## src/rtl/spi_frame_master.sv

```systemverilog
// spi_frame_master
//
// SPI master for the ILI9341 display path. Words arrive on a valid/ready
// stream, go out MSB-first on mosi, and the bits seen on miso during the
// same transfer are assembled into rx_data. sclk runs at clk/(2*CLK_DIV)
// with selectable CPOL/CPHA. cs_n stays low across a burst and is only
// released after the word tagged tx_last, followed by a CS_IDLE-cycle gap.
//
// Ports:
//   clk, rst            : clock and synchronous active-high reset
//   tx_data/tx_dc/      : word, D/CX value and end-of-frame flag,
//   tx_last             :   captured on the handshake only
//   tx_valid/tx_ready   : input stream handshake
//   rx_data/rx_valid    : captured miso word and its one-cycle strobe
//   done                : one-cycle pulse as cs_n rises at frame end
//   busy                : high whenever the engine is not idle
//   sclk/mosi/miso/cs_n : SPI bus
//   dc                  : display D/CX line
module spi_frame_master #(
  parameter int DATA_W  = 8,
  parameter int CLK_DIV = 2,
  parameter bit CPOL    = 1'b0,
  parameter bit CPHA    = 1'b0,
  parameter int CS_IDLE = 2
) (
  input  logic              clk,
  input  logic              rst,
  input  logic [DATA_W-1:0] tx_data,
  input  logic              tx_dc,
  input  logic              tx_last,
  input  logic              tx_valid,
  output logic              tx_ready,
  output logic [DATA_W-1:0] rx_data,
  output logic              rx_valid,
  output logic              done,
  output logic              busy,
  output logic              sclk,
  output logic              mosi,
  input  logic              miso,
  output logic              cs_n,
  output logic              dc
);

  // Counter widths are kept at least one bit wide so CLK_DIV=1 and
  // CS_IDLE=1 still produce legal vectors.
  localparam int DIV_W  = (CLK_DIV > 1) ? $clog2(CLK_DIV) : 1;
  localparam int EDGE_W = $clog2(2 * DATA_W + 1);
  localparam int GAP_W  = (CS_IDLE > 1) ? $clog2(CS_IDLE) : 1;

  localparam logic [DIV_W-1:0]  DIV_MAX         = DIV_W'(CLK_DIV - 1);
  localparam logic [EDGE_W-1:0] EDGE_TOTAL      = EDGE_W'(2 * DATA_W);
  localparam logic [EDGE_W-1:0] EDGE_LAST_TRAIL = EDGE_W'(2 * DATA_W - 1);
  localparam logic [GAP_W-1:0]  GAP_MAX         = GAP_W'(CS_IDLE - 1);

  typedef enum logic [2:0] {
    IDLE,
    SETUP,
    SHIFT,
    HOLD,
    WAIT,
    GAP
  } state_t;

  state_t              state_q, state_d;
  logic [DIV_W-1:0]    div_q, div_d;
  logic [EDGE_W-1:0]   edge_cnt_q, edge_cnt_d;
  logic [GAP_W-1:0]    gap_q, gap_d;
  logic [DATA_W-1:0]   tx_sr_q, tx_sr_d;
  logic [DATA_W-1:0]   rx_sr_q, rx_sr_d;
  logic [DATA_W-1:0]   rx_data_q, rx_data_d;
  logic                rx_valid_q, rx_valid_d;
  logic                done_q, done_d;
  logic                sclk_q, sclk_d;
  logic                mosi_q, mosi_d;
  logic                cs_n_q, cs_n_d;
  logic                dc_q, dc_d;
  logic                last_q, last_d;

  logic                div_last;
  logic                toggle;
  logic                leading;
  logic                sample_now;
  logic                drive_now;

  // Only these two outputs decode the state directly; everything else is
  // a flop so the bus pins never glitch.
  assign tx_ready = ((state_q == IDLE) || (state_q == WAIT)) && !rst;
  assign busy     = (state_q != IDLE);
  assign div_last = (div_q == DIV_MAX);

  // Next-state logic. The SETUP->SHIFT transition itself produces the first
  // sclk edge, and SHIFT keeps running one more divider period after the
  // last edge so the captured word is presented exactly as HOLD begins.
  always_comb begin
    state_d    = state_q;
    div_d      = div_last ? '0 : div_q + 1'b1;
    edge_cnt_d = edge_cnt_q;
    gap_d      = gap_q;
    tx_sr_d    = tx_sr_q;
    rx_sr_d    = rx_sr_q;
    rx_data_d  = rx_data_q;
    rx_valid_d = 1'b0;
    done_d     = 1'b0;
    sclk_d     = sclk_q;
    mosi_d     = mosi_q;
    cs_n_d     = cs_n_q;
    dc_d       = dc_q;
    last_d     = last_q;
    toggle     = 1'b0;

    case (state_q)
      IDLE, WAIT: begin
        if (tx_valid && tx_ready) begin
          // With CPHA=0 the first bit must already sit on mosi before the
          // first (sampling) edge; with CPHA=1 the first leading edge drives it.
          if (CPHA) begin
            tx_sr_d = tx_data;
          end else begin
            tx_sr_d = {tx_data[DATA_W-2:0], 1'b0};
            mosi_d  = tx_data[DATA_W-1];
          end
          dc_d       = tx_dc;
          last_d     = tx_last;
          cs_n_d     = 1'b0;
          sclk_d     = CPOL;
          edge_cnt_d = '0;
          state_d    = SETUP;
        end
      end
      SETUP: begin
        if (div_last) begin
          state_d = SHIFT;
          toggle  = 1'b1;
        end
      end
      SHIFT: begin
        if (div_last) begin
          if (edge_cnt_q == EDGE_TOTAL) begin
            state_d    = HOLD;
            rx_data_d  = rx_sr_q;
            rx_valid_d = 1'b1;
          end else begin
            toggle = 1'b1;
          end
        end
      end
      HOLD: begin
        if (div_last) begin
          if (last_q) begin
            state_d = GAP;
            cs_n_d  = 1'b1;
            done_d  = 1'b1;
            gap_d   = '0;
          end else begin
            state_d = WAIT;
          end
        end
      end
      GAP: begin
        if (gap_q == GAP_MAX) begin
          state_d = IDLE;
        end else begin
          gap_d = gap_q + 1'b1;
        end
      end
      default: begin
        state_d = IDLE;
      end
    endcase

    // Odd-numbered edges (edge count still even) are leading edges. The
    // final trailing edge with CPHA=0 leaves mosi on the last bit.
    leading    = ~edge_cnt_q[0];
    sample_now = toggle && (CPHA ? !leading : leading);
    drive_now  = toggle && (CPHA ? leading
                                 : (!leading && (edge_cnt_q != EDGE_LAST_TRAIL)));

    if (toggle) begin
      sclk_d     = ~sclk_q;
      edge_cnt_d = edge_cnt_q + 1'b1;
    end
    if (sample_now) begin
      rx_sr_d = {rx_sr_q[DATA_W-2:0], miso};
    end
    if (drive_now) begin
      mosi_d  = tx_sr_q[DATA_W-1];
      tx_sr_d = {tx_sr_q[DATA_W-2:0], 1'b0};
    end

    // The divider restarts on every state change so each state's dwell
    // time is counted from zero.
    if (state_d != state_q) begin
      div_d = '0;
    end
  end

  // State and output registers. Reset abandons any word in flight without
  // emitting rx_valid or done.
  always_ff @(posedge clk) begin
    if (rst) begin
      state_q    <= IDLE;
      div_q      <= '0;
      edge_cnt_q <= '0;
      gap_q      <= '0;
      tx_sr_q    <= '0;
      rx_sr_q    <= '0;
      rx_data_q  <= '0;
      rx_valid_q <= 1'b0;
      done_q     <= 1'b0;
      sclk_q     <= CPOL;
      mosi_q     <= 1'b0;
      cs_n_q     <= 1'b1;
      dc_q       <= 1'b0;
      last_q     <= 1'b0;
    end else begin
      state_q    <= state_d;
      div_q      <= div_d;
      edge_cnt_q <= edge_cnt_d;
      gap_q      <= gap_d;
      tx_sr_q    <= tx_sr_d;
      rx_sr_q    <= rx_sr_d;
      rx_data_q  <= rx_data_d;
      rx_valid_q <= rx_valid_d;
      done_q     <= done_d;
      sclk_q     <= sclk_d;
      mosi_q     <= mosi_d;
      cs_n_q     <= cs_n_d;
      dc_q       <= dc_d;
      last_q     <= last_d;
    end
  end

  assign rx_data  = rx_data_q;
  assign rx_valid = rx_valid_q;
  assign done     = done_q;
  assign sclk     = sclk_q;
  assign mosi     = mosi_q;
  assign cs_n     = cs_n_q;
  assign dc       = dc_q;

endmodule

```

## config.mk

```make
export PLATFORM = sky130hd
export DESIGN_NAME = spi_frame_master
export DESIGN_NICKNAME = d
export VERILOG_FILES = /design/src/rtl/spi_frame_master.sv
export SDC_FILE = /design/constraint.sdc
export NUM_CORES = 1
export LEC_CHECK = 0
export BUFFER_PORTS_ARGS = -buffer_cell sky130_fd_sc_hd__buf_2
export CAP_MARGIN = 20
export CORE_MARGIN = 2
export CORE_UTILIZATION = 35
export DETAILED_ROUTE_END_ITERATION = 7
export PLACE_DENSITY = 0.58
export SYNTH_ARGS = -nofsm -noshare
export SYNTH_HDL_FRONTEND = slang
export SYNTH_SLANG_ARGS = --single-unit
```

## constraint.sdc

```tcl
create_clock -name clk -period 2.5 [get_ports clk]
set_input_delay 0.375 -clock clk [delete_from_list [all_inputs] [get_ports clk]]
set_output_delay 0.375 -clock clk [all_outputs]
set_load 0.01 [all_outputs]
```

==> run metrics <==
outcome=complete, no violations; antenna diode count=0; GR Overflow Total=0; DR iter-0 viols=55; Setup CP Type=reg -> reg; capturing point of the worst reg2reg path=tx_sr_q[6]$_SDFFE_PP0P_; die area=5636 um2; maximum VDD drop=0.0002632 V; worst setup path end=tx_sr_q[6]$_SDFFE_PP0P_; cts-stage hold buffer count=0; HPWL Detailed=2.262 mm; Ports=30; commonest non-fill, non-tap cell in the layout=dfxtp_1; final setup TNS=0 ns; worst slew pin tran=0.6152 ns; chip width=75.07 um; # H-tree levels=2; total wire length=3.352 mm; Data required, critical path=2.71 ns; CP cell instances=ha_1 -> and3_1 -> ha_1 -> nand2b_1 -> or2_1 -> a211oi_2; Via density=4.871; worst skew pair latency=0.30 ns; synthesized cell area=1768 um2; Area Growth Syn to Fin=15.29%; Total Power=1.297 mW; CTS root buffer=clkbuf_8; crit share post-route=0.8212; antenna-violating nets left=0; crit-path max FO=13; CP max-delay cell=dfxtp_1; pin count of the biggest net entering global routing=40; CTS tree=done; Die Y=75.07 um; first-pass GRT wire length=5.733 mm; EDFF count, synth=0; via count=1364; count of different cell masters after synthesis=35; layout cells sized above 1=0.2394; routability cong.=0.7668; Slew Limit Headroom=0.5899; Crit path top cell by count=ha_1; Avg Synthesized Cell Area=9.404 um2; r2r setup slk=0.45 ns; number of max-cap violations=0; WP depth=6; Synth async-reset ratio=0; Initial Util=0.3694; CP delay by family, top=simple AND/OR/NAND/NOR gates; buffer depth of the longest clock path=2; Period minus WS final=2.053 ns; Leak=0.8362 nW; Post-CTS Resized=0; max incr delay on CP=0.43 ns; GRT Overall Usage=0.1349; vias in the first global route=1281; #FFs+latches synth=40; Worst Setup Start Kind=flop; antenna violations before repair=0; Cell Rows=25; Primary FF master, synth=dfxtp_1; total CTS buffers=5; post-synthesis sequential area ratio=0.4529; worst r2r src=edge_cnt_q[0]$_SDFFE_PP0P_; PwrDens=636.2 nW/um2; Slew Limit Fails=0; count of final setup violators=0; RSZ-0062 raised after global routing=false; highest clock rate=0.4871 GHz; Setup Skew=0.006545 ns; Port Buf Inserts=29; routed length per instance=11.97 um; Post-Syn Nets=205; Syn Inst Count=188; fin nets=229; detailed-router iteration count before antenna repair=4; Worst R2R Path Depth=6; Core Footprint=4786 um2; most frequent cells in the layout=40 x dfxtp_1, 29 x buf_2, 18 x nand3_1; Reg clk slew, reported paths=0.08 ns; CP endpoint kind=flop; DRC Markers=0; Clock Sinks=40; Worst Hold Class=in -> reg; CP arrival=2.27 ns; Critical Path Source=edge_cnt_q[0]$_SDFFE_PP0P_; post-CTS setup buffers=0; final-report hold violation count=0; Ys Warns=0; buffers and inverters on the worst path=0
metal layers:
| layer | track usage | wire [um] | vias to the layer above |
|---|---|---|---|
| met2 | 0.2096 | 1580 | 19 |
| met4 | 0.07341 | 67 | 0 |
| li1 | - | - | 711 |
| met5 | 0 | 0 | - |
| met1 | 0.1668 | 1592 | 627 |
| met3 | 0.04150 | 112 | 7 |
worst min path at each step:
stage / from / to / depth (start not counted)
floorplan: div_last$_SDFF_PP0_ / div_last$_SDFF_PP0_ / 1
global placement: dc$_SDFFE_PP0P_ / dc$_SDFFE_PP0P_ / 2
detailed placement: dc$_SDFFE_PP0P_ / dc$_SDFFE_PP0P_ / 2
CTS: tx_dc / dc$_SDFFE_PP0P_ / 3
global route: tx_last / last_q$_SDFFE_PP0P_ / 3
finish: tx_dc / dc$_SDFFE_PP0P_ / 3
cell usage after synthesis, drive strengths merged (2+ instances only):
| cell | number | area (um2) |
|---|---|---|
| a21oi | 15 | 75.07 |
| nand2 | 9 | 33.78 |
| a211oi | 7 | 87.58 |
| nand2b | 5 | 31.28 |
| clkbuf | 6 | 22.52 |
| mux2i | 16 | 160.2 |
| o21ai | 11 | 55.05 |
| nor2b | 6 | 37.54 |
| nor3 | 10 | 61.31 |
| a31oi | 2 | 12.51 |
| inv | 3 | 11.26 |
| nand3 | 18 | 90.09 |
| dfxtp | 40 | 800.8 |
| buf | 9 | 70.07 |
| nor2 | 12 | 45.04 |
| a22oi | 2 | 28.78 |
| ha | 3 | 37.54 |
| or3 | 2 | 12.51 |
report_power, final:
group          total [mW]  internal (mW)  leakage [nW]  switching, mW
sequential          0.670          0.654         0.324         0.0162
combinational       0.101         0.0417         0.458         0.0590
clock               0.526          0.295        0.0541          0.231
logic make-up (layout without fill, tap and decap cells):
logic type,count (synthesis),after routing,share of synthesized area
simple gates,70,70,0.2116
compound gates,40,40,0.1599
flops,40,40,0.4529
buf+inv,18,43,0.05874
mux,16,16,0.09059
fa+ha+maj,3,3,0.02123
xor+xnor,1,1,0.004955
registers in the layout, summed over array words and instances (netlist names), 3 cells and up:
register    flops
edge_cnt_q      5
rx_data         8
rx_sr_q         8
state_q         3
tx_sr_q         7
worst register-to-register path: stages, from the launching register on:
cell      delay, ns
dfxtp_1        0.43
ha_1           0.28
and3_1         0.19
ha_1           0.16
nand2b_1       0.27
or2_1          0.42
a211oi_2       0.23
final cells by class:
type,count,area [um2]
Tap cell,67,83.83
Multi-Input combinational cell,130,863.3
Sequential cell,40,800.8
Inverter,3,11.26
Timing Repair Buffer,32,167.7
Clock inverter,3,42.54
Clock buffer,5,68.82
Fill cell,488,2748
per-stage QoR:
| stage | cell area (um2) | setup WS, ns | utilization | hold slack (ns) | cells |
|---|---|---|---|---|---|
| global route | 2038 | 0.2183 | 0.4259 | 0.3096 | 280 |
| floorplan | 1768 | 0.7074 | - | 0.4507 | 188 |
| detailed placement | 1927 | 0.4517 | 0.4026 | 0.4698 | 272 |
| global placement | 1927 | 0.4890 | 0.4026 | 0.4624 | 272 |
| finish | 2038 | 0.4471 | 0.4259 | 0.2712 | 280 |
| CTS | 2038 | 0.4416 | 0.4259 | 0.2585 | 280 |
Power figures use the tool's default switching activity.
